[src/rtl/vga_timing_gen_if.sv]
// Pixel-stream bundle passed from the timing generator through every draw stage.
// master drives the stream (timing source / stage output), slave consumes it.
interface vga_if;
   logic [10:0] hcount;
   logic [10:0] vcount;
   logic        hsync;
   logic        vsync;
   logic        hblnk;
   logic        vblnk;
   logic [11:0] rgb;

   modport master (
      output hcount, vcount, hsync, vsync, hblnk, vblnk, rgb
   );

   modport slave (
      input hcount, vcount, hsync, vsync, hblnk, vblnk, rgb
   );
endinterface

[src/rtl/vga_timing_gen.sv]
// Head of the VGA pipeline: raster counters, sync/blank, frame strobe and frame counter.
// Optional colour-bar source on rgb when VGA_TIMING_TEST_PATTERN_EN is defined.
module vga_timing_gen #(
   parameter int   H_ACTIVE  = 1024,
   parameter int   H_FP      = 24,
   parameter int   H_SYNC    = 136,
   parameter int   H_BP      = 160,
   parameter int   V_ACTIVE  = 768,
   parameter int   V_FP      = 3,
   parameter int   V_SYNC    = 6,
   parameter int   V_BP      = 29,
   parameter logic HSYNC_POL = 1'b0,
   parameter logic VSYNC_POL = 1'b0
) (
   input  logic        clk,
   input  logic        rst_n,
   input  logic        en,
   vga_if.master       out,
   output logic        frame_start,
   output logic [15:0] frame_cnt
);

   localparam int H_TOTAL = H_ACTIVE + H_FP + H_SYNC + H_BP;
   localparam int V_TOTAL = V_ACTIVE + V_FP + V_SYNC + V_BP;

   // 12-bit thresholds so a 2048-wide timing still compares correctly against 11-bit counters
   localparam logic [11:0] H_LAST   = 12'(H_TOTAL - 1);
   localparam logic [11:0] H_ACT    = 12'(H_ACTIVE);
   localparam logic [11:0] HS_BEG   = 12'(H_ACTIVE + H_FP);
   localparam logic [11:0] HS_END   = 12'(H_ACTIVE + H_FP + H_SYNC);
   localparam logic [11:0] V_LAST   = 12'(V_TOTAL - 1);
   localparam logic [11:0] V_ACT    = 12'(V_ACTIVE);
   localparam logic [11:0] VS_BEG   = 12'(V_ACTIVE + V_FP);
   localparam logic [11:0] VS_END   = 12'(V_ACTIVE + V_FP + V_SYNC);

   generate
      if (H_TOTAL > 2048 || V_TOTAL > 2048) begin : g_param_chk
         $fatal(1, "vga_timing_gen: H_TOTAL/V_TOTAL exceed 11-bit counter range");
      end
   endgenerate

   logic        h_wrap;
   logic        v_wrap;
   logic        frame_wrap;
   logic [10:0] h_nxt;
   logic [10:0] v_nxt;
   logic        hblnk_nxt;
   logic        vblnk_nxt;
   logic        hsync_nxt;
   logic        vsync_nxt;
   logic [11:0] rgb_nxt;

   // Flags are derived from the next counter values so they land in the same cycle as the counts.
   always_comb begin
      h_wrap     = ({1'b0, out.hcount} == H_LAST);
      v_wrap     = ({1'b0, out.vcount} == V_LAST);
      frame_wrap = h_wrap && v_wrap;

      h_nxt = h_wrap ? 11'd0 : out.hcount + 11'd1;
      v_nxt = out.vcount;
      if (h_wrap) begin
         v_nxt = v_wrap ? 11'd0 : out.vcount + 11'd1;
      end

      hblnk_nxt = ({1'b0, h_nxt} >= H_ACT);
      vblnk_nxt = ({1'b0, v_nxt} >= V_ACT);
      hsync_nxt = (({1'b0, h_nxt} >= HS_BEG) && ({1'b0, h_nxt} < HS_END)) ? HSYNC_POL : ~HSYNC_POL;
      vsync_nxt = (({1'b0, v_nxt} >= VS_BEG) && ({1'b0, v_nxt} < VS_END)) ? VSYNC_POL : ~VSYNC_POL;

      rgb_nxt = 12'h000;
`ifdef VGA_TIMING_TEST_PATTERN_EN
      if (!hblnk_nxt && !vblnk_nxt) begin
         case (h_nxt[9:7])
            3'd0:    rgb_nxt = 12'hFFF;
            3'd1:    rgb_nxt = 12'hFF0;
            3'd2:    rgb_nxt = 12'h0FF;
            3'd3:    rgb_nxt = 12'h0F0;
            3'd4:    rgb_nxt = 12'hF0F;
            3'd5:    rgb_nxt = 12'hF00;
            3'd6:    rgb_nxt = 12'h00F;
            default: rgb_nxt = 12'h000;
         endcase
      end
`endif
   end

   always_ff @(posedge clk) begin
      if (!rst_n) begin
         out.hcount  <= 11'd0;
         out.vcount  <= 11'd0;
         out.hblnk   <= 1'b0;
         out.vblnk   <= 1'b0;
         out.hsync   <= ~HSYNC_POL;
         out.vsync   <= ~VSYNC_POL;
         out.rgb     <= 12'h000;
         frame_start <= 1'b0;
         frame_cnt   <= 16'd0;
      end else if (en) begin
         out.hcount  <= h_nxt;
         out.vcount  <= v_nxt;
         out.hblnk   <= hblnk_nxt;
         out.vblnk   <= vblnk_nxt;
         out.hsync   <= hsync_nxt;
         out.vsync   <= vsync_nxt;
         out.rgb     <= rgb_nxt;
         frame_start <= frame_wrap;
         if (frame_wrap) begin
            frame_cnt <= frame_cnt + 16'd1;
         end
      end else begin
         // Frozen: everything holds except the strobe, which must not repeat.
         frame_start <= 1'b0;
      end
   end

endmodule

[src/flat_wrapper.sv]
// flat-port wrapper written by rule: the top's interface ports become plain ports
module vga_timing_gen_flat 
#(
   parameter int   H_ACTIVE  = 1024,
   parameter int   H_FP      = 24,
   parameter int   H_SYNC    = 136,
   parameter int   H_BP      = 160,
   parameter int   V_ACTIVE  = 768,
   parameter int   V_FP      = 3,
   parameter int   V_SYNC    = 6,
   parameter int   V_BP      = 29,
   parameter logic HSYNC_POL = 1'b0,
   parameter logic VSYNC_POL = 1'b0
)
  (clk, rst_n, en, frame_start, frame_cnt, out_hcount, out_vcount, out_hsync, out_vsync, out_hblnk, out_vblnk, out_rgb);
  vga_if out_i ();
  input  logic clk;
  input  logic rst_n;
  input  logic en;
  output logic frame_start;
  output logic [15:0] frame_cnt;
  output wire logic [$bits(out_i.hcount)-1:0] out_hcount;
  output wire logic [$bits(out_i.vcount)-1:0] out_vcount;
  output wire logic [$bits(out_i.hsync)-1:0] out_hsync;
  output wire logic [$bits(out_i.vsync)-1:0] out_vsync;
  output wire logic [$bits(out_i.hblnk)-1:0] out_hblnk;
  output wire logic [$bits(out_i.vblnk)-1:0] out_vblnk;
  output wire logic [$bits(out_i.rgb)-1:0] out_rgb;
  assign out_hcount = out_i.hcount;
  assign out_vcount = out_i.vcount;
  assign out_hsync = out_i.hsync;
  assign out_vsync = out_i.vsync;
  assign out_hblnk = out_i.hblnk;
  assign out_vblnk = out_i.vblnk;
  assign out_rgb = out_i.rgb;
  vga_timing_gen #(.H_ACTIVE(H_ACTIVE), .H_FP(H_FP), .H_SYNC(H_SYNC), .H_BP(H_BP), .V_ACTIVE(V_ACTIVE), .V_FP(V_FP), .V_SYNC(V_SYNC), .V_BP(V_BP), .HSYNC_POL(HSYNC_POL), .VSYNC_POL(VSYNC_POL)) u_core (.clk(clk), .rst_n(rst_n), .en(en), .out(out_i), .frame_start(frame_start), .frame_cnt(frame_cnt));
endmodule
[config.mk]
export PLATFORM = sky130hd
export DESIGN_NAME = vga_timing_gen_flat
export DESIGN_NICKNAME = d
export VERILOG_FILES = /design/src/rtl/vga_timing_gen_if.sv /design/src/rtl/vga_timing_gen.sv /design/src/flat_wrapper.sv
export SDC_FILE = /design/constraint.sdc
export NUM_CORES = 1
export LEC_CHECK = 0
export ABC_AREA = 0
export BUFFER_PORTS_ARGS = -buffer_cell sky130_fd_sc_hd__buf_4
export CAP_MARGIN = 20
export CORE_UTILIZATION = 45
export CTS_BUF_LIST = sky130_fd_sc_hd__clkbuf_16
export CTS_CLUSTER_SIZE = 30
export DETAILED_ROUTE_END_ITERATION = 6
export HOLD_SLACK_MARGIN = 0.12
export PLACE_DENSITY_LB_ADDON = 0.25
export SLEW_MARGIN = 15
export SYNTH_ARGS = -nofsm -noshare
export SYNTH_HDL_FRONTEND = slang
export SYNTH_SLANG_ARGS = --single-unit
export TNS_END_PERCENT = 1
[constraint.sdc]
create_clock -name clk -period 2.9 [get_ports clk]
set_input_delay 0.29 -clock clk [delete_from_list [all_inputs] [get_ports clk]]
set_output_delay 0.29 -clock clk [all_outputs]
set_load 0.03 [all_outputs]
# Yosys cells after proc, flatten, opt, wreduce, memory -nomap -nowiden
# Cells that the tools add are included.
classes:
  addsub: 3
  order_cmp: 6
  n_eq_ne: 2
  n_mux: 5
  n_reduce_logical: 5
ops:
  columns: ["cell", "count"]
  rows:
  - ["two-way mux 11 bit", 3]
  - ["adder 11 x 1 -> 11 bit (second input constant)", 2]
  - [">= comparator 11 x 10 -> 1 bit (second input constant)", 2]
  - [">= comparator 11 bit (second input constant)", 2]
  - ["adder 16 x 1 -> 16 bit (second input constant)", 1]
  - ["equality test 11 x 10 -> 1 bit (second input constant)", 1]
  - ["equality test 11 bit (second input constant)", 1]
  - ["less-than comparator 11 x 10 -> 1 bit (second input constant)", 1]
  - ["less-than comparator 11 bit (second input constant)", 1]
  - ["AND reduction 2 bit", 2]
  - ["logical AND 1 bit", 3]
  - ["two-way mux 1 bit", 2]
totals:
  register_bits: 43
  in_bits: 3
  output_inout_bits: 55
  elab_cells: 29

# Longest topological paths before layout
# Gate-level depths: netlist of the first run.
depth:
  depth_word: 6
  ltp_mapped: 9
  ltp_nobuf: 8

# Worst setup path after synthesis of the first run
# Ideal clock, no wire load.
synth_path:
  kind: "register to register"
  startpoint: "register u_core.out.hcount[9]"
  endpoint: "register u_core.out.vsync"
  setup_ps: 126
  t_arrival_ps: 2409
  required_ps: 2774
  setup_slack_ps: 365
  path_stages_with_launch: 9
  path_buffers: 2
  period_less_slack_ps: 2535
  cell_sequence: "dfxtp_1 > buf_6 > or3_4 > or4_1 > buf_2 > nor4_2 > mux2i_1 > o2111a_1 > a31oi_1"
synth_via:
  elab_chain_cells: 5
  elab_cells_between_ends: 6
  classes_between: "order compare: 2; eq/ne: 1; mux: 2; reduce/logical: 1"
synth_rtl:
  columns: ["element", "line", "source"]
  rows:
  - ["start: declaration", "vga_timing_gen_if.sv:13", "output hcount, vcount, hsync, vsync, hblnk, vblnk, rgb"]
  - ["start signal: assignment", "vga_timing_gen.sv:99", "out.hcount <= h_nxt;"]
  - ["equality test 11 bit (*)", "vga_timing_gen.sv:55", "h_wrap = ({1'b0, out.hcount} == H_LAST);"]
  - ["two-way mux 11 bit (*)", "vga_timing_gen.sv:61", "if (h_wrap) begin"]
  - [">= comparator 11 x 10 -> 1 bit or less-than comparator 11 x 10 -> 1 bit (tied branches)", "vga_timing_gen.sv:68", "vsync_nxt = (({1'b0, v_nxt} >= VS_BEG) && ({1'b0, v_nxt} < VS_END)) ? VSYNC_POL : ~VSYNC_POL;"]
  - ["logical AND 1 bit (*)", "vga_timing_gen.sv:68", null]
  - ["two-way mux 1 bit (*)", "vga_timing_gen.sv:68", null]
  - ["end signal: assignment", "vga_timing_gen.sv:94", "out.vsync <= ~VSYNC_POL;"]
  - ["end signal: assignment", "vga_timing_gen.sv:104", "out.vsync <= vsync_nxt;"]
  - ["end: declaration", "vga_timing_gen_if.sv:13", null]
# Every way passes the cells marked *; elsewhere a longest branch is shown, timed or not.
# A chain may end at the register's enable or synchronous reset.

# Worst setup path in the final report of the first run
# Ends and elaborated chain as after synthesis.

==> impl_results.html, run 1 <==
<table>
<tr><th>Metric</th><th>Value</th></tr>
<tr><th colspan="2">Critical path</th></tr>
<tr><td>Data required time of the worst path</td><td>approximately 3100 ps</td></tr>
<tr><td>Sort of element at the start of the critical path</td><td>flip-flop</td></tr>
<tr><td>Arrival time of the worst setup path</td><td>about 2900 ps</td></tr>
<tr><td>Critical path fanouts, max</td><td>10</td></tr>
<tr><td>Worst Setup End Kind</td><td>flip-flop</td></tr>
<tr><td>Worst r2r path cells</td><td>6</td></tr>
<tr><td>Critical Setup Path Class</td><td>reg2reg</td></tr>
<tr><th colspan="2">Finish</th></tr>
<tr><td>Final std cells w/o fill</td><td>435</td></tr>
<tr><td>Share of the core filled with cells in the final layout</td><td>0.556</td></tr>
<tr><td>Fraction of final layout cells sized beyond drive strength 1</td><td>0.193</td></tr>
<tr><td>Final #Nets</td><td>370</td></tr>
<tr><td>Number of diodes added for antenna fixing</td><td>0</td></tr>
<tr><td>Synthesis-to-finish area growth</td><td>19.6%</td></tr>
<tr><td>Number of filler instances in the final layout</td><td>between 500 and 600</td></tr>
<tr><td>Top library cells by usage in the layout, fill and taps aside</td><td>57 x sky130_fd_sc_hd__buf_4, 43 x sky130_fd_sc_hd__dfxtp_1, 39 x sky130_fd_sc_hd__nor2_1, 23 x sky130_fd_sc_hd__nand2_1, 22 x sky130_fd_sc_hd__xor2_1</td></tr>
<tr><td>Most frequent standard cell in the layout excluding fill and tap cells</td><td>sky130_fd_sc_hd__buf_4</td></tr>
<tr><th colspan="2">Global route</th></tr>
<tr><td>First-pass GRT wire length</td><td>10200 um</td></tr>
<tr><td>Met2 routing resource usage after global routing</td><td>0.332</td></tr>
<tr><td>Vias in the first global route</td><td>between 2000 and 2500</td></tr>
<tr><td>Global-route met1 utilization</td><td>0.284</td></tr>
<tr><td>Overflow left after global routing</td><td>0</td></tr>
<tr><td>Initial antenna violation count</td><td>0</td></tr>
<tr><td>Pin count of the biggest net entering global routing</td><td>24</td></tr>
<tr><td>Fraction of met3 tracks used by global routing</td><td>0.0400</td></tr>
<tr><td>GRT Resource Usage Total</td><td>0.210</td></tr>
<tr><td>Grt peak-use layer</td><td>met2</td></tr>
<tr><th colspan="2">Route</th></tr>
<tr><td>Wire per inst</td><td>roughly 14 um</td></tr>
<tr><td>Drt first-iter violations</td><td>238</td></tr>
<tr><td>Via-per-instance ratio</td><td>5.49</td></tr>
<tr><td>1st-pass router iterations</td><td>4</td></tr>
<tr><td>Routed Wire Length</td><td>~6000 um</td></tr>
<tr><td>Antenna Violating Nets Remaining</td><td>0</td></tr>
<tr><td>Remaining DRCs</td><td>0</td></tr>
<tr><td>Total via count after detailed routing</td><td>2388</td></tr>
<tr><th colspan="2">Yosys</th></tr>
<tr><td>Cell variety after synth</td><td>just over 50</td></tr>
<tr><td>Syn Inst Count</td><td>about 320</td></tr>
<tr><td>Top cell type's share of synthesized area</td><td>0.336</td></tr>
<tr><td>Number of enable flip-flop cells after synthesis</td><td>0</td></tr>
<tr><td>Netlist area before placement</td><td>roughly 2600 sq um</td></tr>
<tr><td>Main flop type after synthesis</td><td>sky130_fd_sc_hd__dfxtp_1</td></tr>
<tr><td>Async S/R FF share, synth</td><td>0</td></tr>
<tr><td>Cell taking the most area after synthesis</td><td>sky130_fd_sc_hd__dfxtp_1</td></tr>
<tr><td>Sequential element share of the synthesized area</td><td>0.336</td></tr>
<tr><td>Number of warnings printed during yosys synthesis</td><td>0</td></tr>
<tr><td>Biggest area contributors in the synthesized netlist</td><td>sky130_fd_sc_hd__dfxtp_1 34%, sky130_fd_sc_hd__xor2_1 7.5%, sky130_fd_sc_hd__nor2_1 5.7%</td></tr>
<tr><td>Flip-flop and latch count after synthesis</td><td>between 40 and 50</td></tr>
<tr><td>Mapped Avg Cell Area</td><td>around 8 sq um</td></tr>
<tr><th colspan="2">Power</th></tr>
<tr><td>Overall power after layout</td><td>roughly 0.0012 W</td></tr>
<tr><td>Leakage power total</td><td>between 1 and 1.5 nW</td></tr>
<tr><td>Power per standard cell area</td><td>around 390 nW/um^2</td></tr>
<tr><td>Largest vdd supply drop</td><td>between 0.2 and 0.25 mV</td></tr>
<tr><th colspan="2">Clock network</th></tr>
<tr><td>Latest clock arrival within the worst-skew pair</td><td>around 280 ps</td></tr>
<tr><td>Clock Sink Count</td><td>43</td></tr>
<tr><td>Clock tree from TritonCTS</td><td>done</td></tr>
<tr><td>Hold Buf Count CTS</td><td>0</td></tr>
<tr><td>Post-CTS setup-driven buffer insertion count</td><td>0</td></tr>
<tr><td>Buffer levels on the longest clock path</td><td>2</td></tr>
<tr><td>Htree depth</td><td>2</td></tr>
<tr><td>Quantity of gates resized following cts</td><td>0</td></tr>
<tr><td>Clock transition at the registers of the reported paths</td><td>60 ps</td></tr>
<tr><td>Clock root buffer</td><td>sky130_fd_sc_hd__clkbuf_16</td></tr>
<tr><td>Number of buffers created by CTS</td><td>5</td></tr>
<tr><th colspan="2">Timing</th></tr>
<tr><td>Final Hold Fails</td><td>0</td></tr>
<tr><td>Achievable frequency</td><td>approximately 0.37 GHz</td></tr>
<tr><td>Unrepaired setup endpoints after global routing</td><td>no</td></tr>
<tr><td>Final slew viol count</td><td>0</td></tr>
<tr><td>Final worst path period share</td><td>0.928</td></tr>
<tr><td>Final Critical Period</td><td>between 2000 and 3000 ps</td></tr>
<tr><td>Relative slew slack</td><td>0.480</td></tr>
<tr><td>Finish-stage setup viols</td><td>0</td></tr>
<tr><td>Final-layout setup total negative slack</td><td>0 ps</td></tr>
<tr><td>Post-Route Skew</td><td>between 3 and 4 ps</td></tr>
<tr><td>Transition time at the pin with the least slew margin</td><td>778 ps</td></tr>
<tr><th colspan="2">Placed design</th></tr>
<tr><td>Number of input and output port buffers inserted</td><td>45</td></tr>
<tr><td>Routability-driven placement congestion ratio</td><td>a little under 0.9</td></tr>
<tr><td>Placed cell count</td><td>~430</td></tr>
<tr><td>Detailed placer's ending HPWL</td><td>between 4000 and 5000 um</td></tr>
<tr><th colspan="2">Worst hold path</th></tr>
<tr><td>Path category of the worst min-delay check</td><td>in2reg</td></tr>
<tr><td>Min-Delay Path Depth</td><td>3</td></tr>
<tr><th colspan="2">Die</th></tr>
<tr><td># IOs</td><td>58</td></tr>
<tr><td>Width of the die</td><td>~77 um</td></tr>
<tr><td>Number of rows created at floorplan</td><td>27</td></tr>
<tr><td>DIE AREA</td><td>around 6000 sq um</td></tr>
<tr><td>Area of the core</td><td>between 5000 and 6000 sq um</td></tr>
<tr><td>Starting Density</td><td>0.465</td></tr>
<tr><td>Die height</td><td>slightly below 80 um</td></tr>
<tr><th colspan="2">Run status</th></tr>
<tr><td>Status</td><td>complete, no violations</td></tr>
<tr><th colspan="2">Run</th></tr>
<tr><td>Maxcap violations</td><td>0</td></tr>
</table>
critical path: stages (launching register included):
cell	delay, ps
sky130_fd_sc_hd__dfxtp_1	390
sky130_fd_sc_hd__or3_4	370
sky130_fd_sc_hd__or4_1	750
sky130_fd_sc_hd__nor4_2	380
sky130_fd_sc_hd__mux2i_1	360
sky130_fd_sc_hd__o2111a_1	240
sky130_fd_sc_hd__a31oi_1	80
area by class of cell:
type,instances,area (sq um),share of cell area
Clock buffer,5,125,0.0408
Clock inverter,3,15.0,0.00490
Inverter,5,18.8,0.00612
Multi-Input combinational cell,250,1530,0.498
Sequential cell,43,861,0.281
Tap cell,72,90.1,0.0294
Timing Repair Buffer,57,428,0.140
stage by stage:
step           worst slack [ps]  hold WS (ps)  area (sq um)
4_1_cts                     228           274          3060
5_1_grt                     102           294          3060
3_5_place_dp                248           462          2920
2_1_floorplan               365           426          2600
3_3_place_gp                347           460          2920
6_report                    207           275          3060
logic make-up after synthesis:
group,Yosys count,share of synthesized area
adder cells (fa/ha/maj),5,0.0244
other,1,0.00146
flip-flops,43,0.336
AO/OA/AOI/OAI,60,0.142
buffers and inverters,39,0.0845
XOR/XNOR,27,0.0923
AND/OR/NAND/NOR,140,0.296
multiplexers,6,0.0234
state kept, by name, summed over array words and instances, names as in the netlist:
signal / count
u_core.out.vblnk: 1
u_core.out.hcount: 11
u_core.frame_cnt: 16
u_core.out.vsync: 1
u_core.out.hsync: 1
u_core.frame_start: 1
u_core.out.hblnk: 1
u_core.out.vcount: 11
final timing paths:
kind | startpoint | slack (ps) | endpoint
worst max-delay path | u_core.out.hcount[9] | 210 | u_core.out.vsync
worst min register to register | u_core.out.hblnk | 470 | u_core.out.hblnk
worst max register to register | u_core.out.hcount[9] | 210 | u_core.out.vsync
worst min-delay path | rst_n | 280 | u_core.out.vcount[10]
report_power, final:
part           internal, W  switching, W   total, W
combinational    0.0000132     0.0000527  0.0000659
sequential        0.000595    0.00000543   0.000600
clock             0.000313      0.000224   0.000536
per-layer routing:
layer  share of wire  up-vias
met5               0        -
met4           0.017        0
met3           0.050        9
met2            0.45       72
met1            0.48     1104
li1                -     1203
Yosys cell counts, types with 2 or more instances:
cell and n:
sky130_fd_sc_hd__nand3b_1 3, sky130_fd_sc_hd__a22oi_1 3, sky130_fd_sc_hd__nor2b_1 4, sky130_fd_sc_hd__xnor2_1 5, sky130_fd_sc_hd__a21oi_1 21, sky130_fd_sc_hd__buf_4 12, sky130_fd_sc_hd__a211oi_1 3, sky130_fd_sc_hd__nor2_1 39
sky130_fd_sc_hd__and4_1 3, sky130_fd_sc_hd__mux2i_1 6, sky130_fd_sc_hd__a31oi_1 4, sky130_fd_sc_hd__and3_1 10, sky130_fd_sc_hd__inv_1 5, sky130_fd_sc_hd__buf_6 3, sky130_fd_sc_hd__nor3_1 7, sky130_fd_sc_hd__xor2_1 22
sky130_fd_sc_hd__dfxtp_1 43, sky130_fd_sc_hd__nand3_1 9, sky130_fd_sc_hd__nor4_1 2, sky130_fd_sc_hd__or3_1 5, sky130_fd_sc_hd__and2_1 4, sky130_fd_sc_hd__ha_1 5, sky130_fd_sc_hd__buf_2 2, sky130_fd_sc_hd__o32ai_1 2
sky130_fd_sc_hd__clkbuf_1 17, sky130_fd_sc_hd__nand4_1 18, sky130_fd_sc_hd__or4_1 3, sky130_fd_sc_hd__nand2_1 23, sky130_fd_sc_hd__o21ai_0 16
No activity file was read; power rests on OpenSTA's default activity.
==> inputs of run 2 (changes only) <==
--- a/config.mk
+++ b/config.mk
@@ -9,7 +9,7 @@
 export BUFFER_PORTS_ARGS = -buffer_cell sky130_fd_sc_hd__buf_4
 export CAP_MARGIN = 20
 export CORE_UTILIZATION = 45
-export CTS_BUF_LIST = sky130_fd_sc_hd__clkbuf_16
+export CTS_BUF_LIST = sky130_fd_sc_hd__clkbuf_4 sky130_fd_sc_hd__clkbuf_8 sky130_fd_sc_hd__clkbuf_16
 export CTS_CLUSTER_SIZE = 30
 export DETAILED_ROUTE_END_ITERATION = 6
 export HOLD_SLACK_MARGIN = 0.12
@@ -18,4 +18,4 @@
 export SYNTH_ARGS = -nofsm -noshare
 export SYNTH_HDL_FRONTEND = slang
 export SYNTH_SLANG_ARGS = --single-unit
-export TNS_END_PERCENT = 1
+export TNS_END_PERCENT = 30
==> impl_results.html, run 2 (synthesized netlist as in run 1, its figures left out) <==
<table>
<tr><th>Metric</th><th>Value</th></tr>
<tr><th colspan="2">Route</th></tr>
<tr><td>1st-pass router iterations</td><td>5 (+1)</td></tr>
<tr><td>Total via count after detailed routing</td><td>2425 (+1.5%)</td></tr>
<tr><td>Routed Wire Length</td><td>6090 um (+0.40%)</td></tr>
<tr><td>Routed length on met3</td><td>382 um (+25%)</td></tr>
<tr><td>Remaining DRCs</td><td>0 (unchanged)</td></tr>
<tr><td>Drt first-iter violations</td><td>292 (+23%)</td></tr>
<tr><td>Wire per inst</td><td>14.0 um (+0.40%)</td></tr>
<tr><td>Highest Signal Layer</td><td>met4</td></tr>
<tr><td>Routed met2 length</td><td>2770 um (+1.1%)</td></tr>
<tr><td>Antenna Violating Nets Remaining</td><td>0 (unchanged)</td></tr>
<tr><td>Via-per-instance ratio</td><td>5.57 (+1.5%)</td></tr>
<tr><td>Length of routed wiring on met1</td><td>2840 um (-2.7%)</td></tr>
<tr><th colspan="2">Power</th></tr>
<tr><td>Power per standard cell area</td><td>359 nW/um^2 (-8.5%)</td></tr>
<tr><td>Overall power after layout</td><td>0.00109 W (-9.5%)</td></tr>
<tr><td>Leakage power total</td><td>1.20 nW (-1.2%)</td></tr>
<tr><td>Largest vdd supply drop</td><td>0.287 mV (+21%)</td></tr>
<tr><th colspan="2">Critical path</th></tr>
<tr><td>Sort of element at the start of the critical path</td><td>flip-flop</td></tr>
<tr><td>Critical Setup Path Class</td><td>reg2reg</td></tr>
<tr><td>Critical path fanouts, max</td><td>10 (unchanged)</td></tr>
<tr><td>Data required time of the worst path</td><td>3070 ps (about the same)</td></tr>
<tr><td>Arrival time of the worst setup path</td><td>2880 ps (+30 ps)</td></tr>
<tr><td>Worst Setup End Kind</td><td>flip-flop</td></tr>
<tr><th colspan="2">Clock network</th></tr>
<tr><td>Latest clock arrival within the worst-skew pair</td><td>290 ps (about the same)</td></tr>
<tr><td>Buffer levels on the longest clock path</td><td>2 (unchanged)</td></tr>
<tr><td>Clock tree from TritonCTS</td><td>done</td></tr>
<tr><td>Quantity of gates resized following cts</td><td>0 (unchanged)</td></tr>
<tr><td>Clock root buffer</td><td>sky130_fd_sc_hd__clkbuf_8</td></tr>
<tr><td>Clock Sink Count</td><td>43 (unchanged)</td></tr>
<tr><td>Htree depth</td><td>2 (unchanged)</td></tr>
<tr><td>Post-CTS setup-driven buffer insertion count</td><td>0 (unchanged)</td></tr>
<tr><td>Clock transition at the registers of the reported paths</td><td>90 ps (+30 ps)</td></tr>
<tr><td>Number of buffers created by CTS</td><td>5 (unchanged)</td></tr>
<tr><td>Hold Buf Count CTS</td><td>0 (unchanged)</td></tr>
<tr><th colspan="2">Finish</th></tr>
<tr><td>Share of the core filled with cells in the final layout</td><td>0.550 (-0.00659)</td></tr>
<tr><td>Final #Nets</td><td>370 (unchanged)</td></tr>
<tr><td>Synthesis-to-finish area growth</td><td>18.2%</td></tr>
<tr><td>Largest register by flop count</td><td>u_core.frame_cnt</td></tr>
<tr><td>Top Registers</td><td>u_core.frame_cnt x16, u_core.out.hcount x11, u_core.out.vcount x11</td></tr>
<tr><td>Top library cells by usage in the layout, fill and taps aside</td><td>57 x sky130_fd_sc_hd__buf_4, 43 x sky130_fd_sc_hd__dfxtp_1, 39 x sky130_fd_sc_hd__nor2_1, 23 x sky130_fd_sc_hd__nand2_1, 22 x sky130_fd_sc_hd__xor2_1</td></tr>
<tr><td>Number of diodes added for antenna fixing</td><td>0 (unchanged)</td></tr>
<tr><td>Number of filler instances in the final layout</td><td>541 (+1.7%)</td></tr>
<tr><td>Most frequent standard cell in the layout excluding fill and tap cells</td><td>sky130_fd_sc_hd__buf_4</td></tr>
<tr><td>Fraction of final layout cells sized beyond drive strength 1</td><td>0.198 (+0.00551)</td></tr>
<tr><td>Max reg flops</td><td>16 (unchanged)</td></tr>
<tr><th colspan="2">Timing</th></tr>
<tr><td>Post-Route Skew</td><td>7.93 ps (+3.95 ps)</td></tr>
<tr><td>Final Hold Fails</td><td>0 (unchanged)</td></tr>
<tr><td>Final-layout setup total negative slack</td><td>0 ps (unchanged)</td></tr>
<tr><td>Unrepaired setup endpoints after global routing</td><td>no</td></tr>
<tr><td>Final worst path period share</td><td>0.933 (+0.00420)</td></tr>
<tr><td>Transition time at the pin with the least slew margin</td><td>792 ps (+13.1 ps)</td></tr>
<tr><td>Finish-stage setup viols</td><td>0 (unchanged)</td></tr>
<tr><td>Final slew viol count</td><td>0 (unchanged)</td></tr>
<tr><td>Relative slew slack</td><td>0.472 (-0.00873)</td></tr>
<tr><td>Final Critical Period</td><td>2700 ps (+12.2 ps)</td></tr>
<tr><td>Achievable frequency</td><td>0.370 GHz (-0.45%)</td></tr>
<tr><th colspan="2">Run</th></tr>
<tr><td>Maxcap violations</td><td>0 (unchanged)</td></tr>
<tr><th colspan="2">Placed design</th></tr>
<tr><td>Detailed placer's ending HPWL</td><td>4300 um (unchanged)</td></tr>
<tr><td>Routability-driven placement congestion ratio</td><td>0.891 (unchanged)</td></tr>
<tr><td>Number of input and output port buffers inserted</td><td>45 (unchanged)</td></tr>
<tr><th colspan="2">Global route</th></tr>
<tr><td>Pin count of the biggest net entering global routing</td><td>24 (unchanged)</td></tr>
<tr><td>First-pass GRT wire length</td><td>10200 um (-0.41%)</td></tr>
<tr><td>Vias in the first global route</td><td>2095 (+1.2%)</td></tr>
<tr><td>Initial antenna violation count</td><td>0 (unchanged)</td></tr>
<tr><td>Overflow left after global routing</td><td>0 (unchanged)</td></tr>
<tr><td>GRT Resource Usage Total</td><td>0.208 (-0.00225)</td></tr>
<tr><th colspan="2">Die</th></tr>
<tr><td>Number of rows created at floorplan</td><td>27 (unchanged)</td></tr>
<tr><td>Starting Density</td><td>0.465 (unchanged)</td></tr>
<tr><td>Area of the core</td><td>5510 sq um (unchanged)</td></tr>
<tr><td># IOs</td><td>58 (unchanged)</td></tr>
<tr><td>Width of the die</td><td>77.5 um (unchanged)</td></tr>
<tr><td>DIE AREA</td><td>6000 sq um (unchanged)</td></tr>
<tr><td>Die height</td><td>77.5 um (unchanged)</td></tr>
<tr><th colspan="2">Worst hold path</th></tr>
<tr><td>Path category of the worst min-delay check</td><td>in2reg</td></tr>
<tr><th colspan="2">Run status</th></tr>
<tr><td>Status</td><td>complete, no violations</td></tr>
</table>
run 2: cell types whose count changed in the layout (fill, tap and decap cells not counted):
cell and change:
sky130_fd_sc_hd__clkinv_1 -2, sky130_fd_sc_hd__clkbuf_8 +7, sky130_fd_sc_hd__clkbuf_16 -5
run 2: path summary, 6_finish.rpt:
| kind | start | endpoint | slack [ps] | cells past startpoint |
|---|---|---|---|---|
| worst max-delay path | u_core.out.hcount[9] | u_core.out.vsync | 200 | 6 |
| worst min-delay path | rst_n | u_core.out.vcount[10] | 270 | 3 |
| worst max register to register | u_core.out.hcount[9] | u_core.out.vsync | 200 | 6 |
| worst min register to register | u_core.out.hblnk | u_core.out.hblnk | 470 | 2 |
run 2: power breakdown:
part           internal [W]  total [W]  switching (W)  leakage [nW]
clock              0.000217   0.000423       0.000206        0.0505
combinational     0.0000132  0.0000661      0.0000528         0.798
sequential         0.000594   0.000599     0.00000533         0.347
run 2: layout make-up:
class | instances | area, sq um | share of cell area
well taps | 72 | 90.1 | 0.0298
clock inverters | 1 | 7.51 | 0.00248
repair buffers | 57 | 428 | 0.141
multi-input cells | 250 | 1530 | 0.504
inverters | 5 | 18.8 | 0.00620
flip-flops and latches | 43 | 861 | 0.284
clock buffers | 7 | 96.3 | 0.0318
run 2: critical path, stage by stage (launching register included):
cell and delay, ps:
sky130_fd_sc_hd__dfxtp_1 400, sky130_fd_sc_hd__or3_4 370, sky130_fd_sc_hd__or4_1 760, sky130_fd_sc_hd__nor4_2 380, sky130_fd_sc_hd__mux2i_1 350, sky130_fd_sc_hd__o2111a_1 250
sky130_fd_sc_hd__a31oi_1 80
run 2: layer usage:
layer	track usage	up-vias
li1	-	1201
met1	0.282	1104
met2	0.333	109
met3	0.0329	11
met4	0.0717	0
met5	0	-
run 2: per-stage QoR:
| step | cell area, sq um | hold WS [ps] | setup slack [ps] | instances |
|---|---|---|---|---|
| floorplan | 2600 | 426 | 365 | 332 |
| global placement | 2920 | 460 | 347 | 427 |
| detailed placement | 2920 | 462 | 248 | 427 |
| CTS | 3030 | 259 | 227 | 435 |
| global route | 3030 | 279 | 96.5 | 435 |
| finish | 3030 | 266 | 195 | 435 |
==> inputs of run 3 (changes only) <==
--- a/config.mk
+++ b/config.mk
@@ -8,6 +8,7 @@
 export ABC_AREA = 0
 export BUFFER_PORTS_ARGS = -buffer_cell sky130_fd_sc_hd__buf_4
 export CAP_MARGIN = 20
+export CORE_ASPECT_RATIO = 0.6
 export CORE_UTILIZATION = 45
 export CTS_BUF_LIST = sky130_fd_sc_hd__clkbuf_4 sky130_fd_sc_hd__clkbuf_8 sky130_fd_sc_hd__clkbuf_16
 export CTS_CLUSTER_SIZE = 30
==> impl_results.html, run 3 (synthesized netlist as in run 1, its figures left out) <==
<table>
<tr><th>Metric</th><th>Value</th></tr>
<tr><th colspan="2">Critical path</th></tr>
<tr><td>Worst setup slack for register-to-register paths</td><td>240 ps (+50 ps)</td></tr>
<tr><td>End of the worst register-to-register path</td><td>u_core.out.vsync</td></tr>
<tr><td>Critical Setup Path Class</td><td>reg2reg</td></tr>
<tr><td>Sort of element at the start of the critical path</td><td>flip-flop</td></tr>
<tr><td>Worst r2r path cells</td><td>8 (+2)</td></tr>
<tr><td>Launching point of the worst reg2reg path</td><td>u_core.out.hcount[0]</td></tr>
<tr><td>Worst Setup End Kind</td><td>flip-flop</td></tr>
<tr><td>Last element of the critical path</td><td>u_core.out.vsync</td></tr>
<tr><td>Data required time of the worst path</td><td>3080 ps (about the same)</td></tr>
<tr><td>Critical path fanouts, max</td><td>9 (-1)</td></tr>
<tr><td>Worst setup startpoint</td><td>u_core.out.hcount[0]</td></tr>
<tr><td>Arrival time of the worst setup path</td><td>2840 ps (-40 ps)</td></tr>
<tr><th colspan="2">Timing</th></tr>
<tr><td>Final worst path period share</td><td>0.916 (-0.0162)</td></tr>
<tr><td>Final Critical Period</td><td>2660 ps (-47.0 ps)</td></tr>
<tr><td>Transition time at the pin with the least slew margin</td><td>626 ps (-165 ps)</td></tr>
<tr><td>Worst Hold Margin</td><td>254 ps (-11.2 ps)</td></tr>
<tr><td>Achievable frequency</td><td>0.376 GHz (+1.8%)</td></tr>
<tr><td>Final slew viol count</td><td>0 (unchanged)</td></tr>
<tr><td>Relative slew slack</td><td>0.582 (+0.110)</td></tr>
<tr><td>Final-layout setup total negative slack</td><td>0 ps (unchanged)</td></tr>
<tr><td>Finish-stage setup viols</td><td>0 (unchanged)</td></tr>
<tr><td>Final Hold Fails</td><td>0 (unchanged)</td></tr>
<tr><td>Unrepaired setup endpoints after global routing</td><td>no</td></tr>
<tr><td>Post-Route Skew</td><td>4.92 ps (-3.00 ps)</td></tr>
<tr><th colspan="2">Clock network</th></tr>
<tr><td>Number of buffers created by CTS</td><td>5 (unchanged)</td></tr>
<tr><td>Clock tree from TritonCTS</td><td>done</td></tr>
<tr><td>Clock Sink Count</td><td>43 (unchanged)</td></tr>
<tr><td>Htree depth</td><td>2 (unchanged)</td></tr>
<tr><td>Buffer levels on the longest clock path</td><td>2 (unchanged)</td></tr>
<tr><td>Clock root buffer</td><td>sky130_fd_sc_hd__clkbuf_8</td></tr>
<tr><td>Latest clock arrival within the worst-skew pair</td><td>300 ps (about the same)</td></tr>
<tr><td>Hold Buf Count CTS</td><td>0 (unchanged)</td></tr>
<tr><td>Clock transition at the registers of the reported paths</td><td>90 ps (about the same)</td></tr>
<tr><th colspan="2">Route</th></tr>
<tr><td>Antenna Violating Nets Remaining</td><td>0 (unchanged)</td></tr>
<tr><td>Via-per-instance ratio</td><td>5.71 (+2.5%)</td></tr>
<tr><td>Routed Wire Length</td><td>6470 um (+6.3%)</td></tr>
<tr><td>Wire per inst</td><td>15.1 um (+7.5%)</td></tr>
<tr><td>1st-pass router iterations</td><td>5 (unchanged)</td></tr>
<tr><td>Remaining DRCs</td><td>0 (unchanged)</td></tr>
<tr><td>Drt first-iter violations</td><td>158 (-46%)</td></tr>
<tr><td>Total via count after detailed routing</td><td>2457 (+1.3%)</td></tr>
<tr><th colspan="2">Global route</th></tr>
<tr><td>Initial antenna violation count</td><td>0 (unchanged)</td></tr>
<tr><td>First-pass GRT wire length</td><td>10300 um (+1.4%)</td></tr>
<tr><td>GRT Resource Usage Total</td><td>0.221 (+0.0132)</td></tr>
<tr><td>Overflow left after global routing</td><td>0 (unchanged)</td></tr>
<tr><td>Vias in the first global route</td><td>2021 (-3.5%)</td></tr>
<tr><td>Pin count of the biggest net entering global routing</td><td>21 (-13%)</td></tr>
<tr><th colspan="2">Die</th></tr>
<tr><td>Area of the core</td><td>5260 sq um (-4.6%)</td></tr>
<tr><td>Number of rows created at floorplan</td><td>20 (-26%)</td></tr>
<tr><td>Width of the die</td><td>99.4 um (+28%)</td></tr>
<tr><td># IOs</td><td>58 (unchanged)</td></tr>
<tr><td>DIE AREA</td><td>6010 sq um (+0.16%)</td></tr>
<tr><td>Starting Density</td><td>0.488 (+0.0223)</td></tr>
<tr><td>Die height</td><td>60.5 um (-22%)</td></tr>
<tr><th colspan="2">Finish</th></tr>
<tr><td>Number of diodes added for antenna fixing</td><td>0 (unchanged)</td></tr>
<tr><td>Share of the core filled with cells in the final layout</td><td>0.580 (+0.0296)</td></tr>
<tr><td>Final #Nets</td><td>371 (+0.27%)</td></tr>
<tr><td>Largest register by flop count</td><td>u_core.frame_cnt</td></tr>
<tr><td>Top Registers</td><td>u_core.frame_cnt x16, u_core.out.hcount x11, u_core.out.vcount x11</td></tr>
<tr><td>Fraction of final layout cells sized beyond drive strength 1</td><td>0.203 (+0.00495)</td></tr>
<tr><td>Top library cells by usage in the layout, fill and taps aside</td><td>58 x sky130_fd_sc_hd__buf_4, 43 x sky130_fd_sc_hd__dfxtp_1, 39 x sky130_fd_sc_hd__nor2_1, 23 x sky130_fd_sc_hd__nand2_1, 22 x sky130_fd_sc_hd__xor2_1</td></tr>
<tr><td>Most frequent standard cell in the layout excluding fill and tap cells</td><td>sky130_fd_sc_hd__buf_4</td></tr>
<tr><td>Max reg flops</td><td>16 (unchanged)</td></tr>
<tr><td>Synthesis-to-finish area growth</td><td>18.8%</td></tr>
<tr><th colspan="2">Power</th></tr>
<tr><td>Int Pwr</td><td>0.000887 W (+7.7%)</td></tr>
<tr><td>Leakage power total</td><td>1.21 nW (+1.5%)</td></tr>
<tr><td>Clock network power share</td><td>0.426 (+0.038)</td></tr>
<tr><td>Largest vdd supply drop</td><td>0.187 mV (-35%)</td></tr>
<tr><td>Power per standard cell area</td><td>382 nW/um^2 (+6.4%)</td></tr>
<tr><td>Relative contribution of sequential cells to total power</td><td>0.516 (-0.035)</td></tr>
<tr><td>Share of total power in combinational logic</td><td>0.058 (-0.003)</td></tr>
<tr><td>Net Sw Frac</td><td>0.238 (-0.00450)</td></tr>
<tr><td>Overall power after layout</td><td>0.00116 W (+7.0%)</td></tr>
<tr><td>Net switching power</td><td>0.000277 W (+5.1%)</td></tr>
<tr><th colspan="2">Run status</th></tr>
<tr><td>Status</td><td>complete, no violations</td></tr>
<tr><th colspan="2">Placed design</th></tr>
<tr><td>Detailed placer's ending HPWL</td><td>4660 um (+8.3%)</td></tr>
<tr><td>Number of input and output port buffers inserted</td><td>45 (unchanged)</td></tr>
<tr><td>Routability-driven placement congestion ratio</td><td>0.854 (-4.2%)</td></tr>
<tr><th colspan="2">Run</th></tr>
<tr><td>Maxcap violations</td><td>0 (unchanged)</td></tr>
<tr><th colspan="2">Worst hold path</th></tr>
<tr><td>Path category of the worst min-delay check</td><td>in2reg</td></tr>
</table>
## run 3: metrics by stage
step	setup WS [ps]	instance area, sq um	cells
global placement	337	2920	422
finish	242	3050	430
global route	145	3050	430
CTS	116	3040	430
floorplan	365	2600	332
detailed placement	169	2920	422
## run 3: power by group through the flow
stage	combinational, W	clock [W]	sequential, W
floorplan	0.0000553	0	0.000620
global placement	0.0000674	0	0.000613
detailed placement	0.0000669	0	0.000614
CTS	0.0000672	0.000500	0.000600
global route	0.0000722	0.000526	0.000600
finish	0.0000677	0.000496	0.000600
## run 3: metal layers
metal  up-vias  GRT usage  routed length, um
met3         7     0.0484                563
met4         0     0.0609                 50
li1       1198          -                  -
met2       112      0.283               2500
met5         -          0                  0
met1      1140      0.356               3360
## run 3: timing repair
action                                 4_1_cts  5_1_grt
endpoints found under the hold margin        0        0
resized for setup                            0        1
setup buffers                                0        0
setup endpoints to repair                    0        1
## run 3: critical path: stages, from the launching register on
cell	delay, ps
sky130_fd_sc_hd__dfxtp_1	480
sky130_fd_sc_hd__ha_1	270
sky130_fd_sc_hd__nand3_1	210
sky130_fd_sc_hd__or4_4	560
sky130_fd_sc_hd__buf_4	210
sky130_fd_sc_hd__o31ai_1	250
sky130_fd_sc_hd__nand4_1	120
sky130_fd_sc_hd__a211oi_1	320
sky130_fd_sc_hd__a31oi_1	120
## run 3: final cells by class
cell class	count	area, sq um
inverters	5	18.8
clock buffers	6	82.6
repair buffers	58	435
well taps	66	82.6
clock inverters	2	35.0
multi-input cells	250	1530
fillers	484	2210
flip-flops and latches	43	861
## run 3: how the worst min path moves through the flow
stage / slack (ps) / from / endpoint / cells past startpoint
3_3_place_gp: 460 / u_core.out.hblnk / u_core.out.hblnk / 2
3_5_place_dp: 470 / u_core.out.hblnk / u_core.out.hblnk / 2
6_report: 250 / rst_n / u_core.out.vcount[10] / 3
5_1_grt: 260 / rst_n / u_core.out.vcount[10] / 3
4_1_cts: 250 / rst_n / u_core.out.vcount[10] / 3
2_1_floorplan: 430 / rst_n / u_core.out.vcount[10] / 2
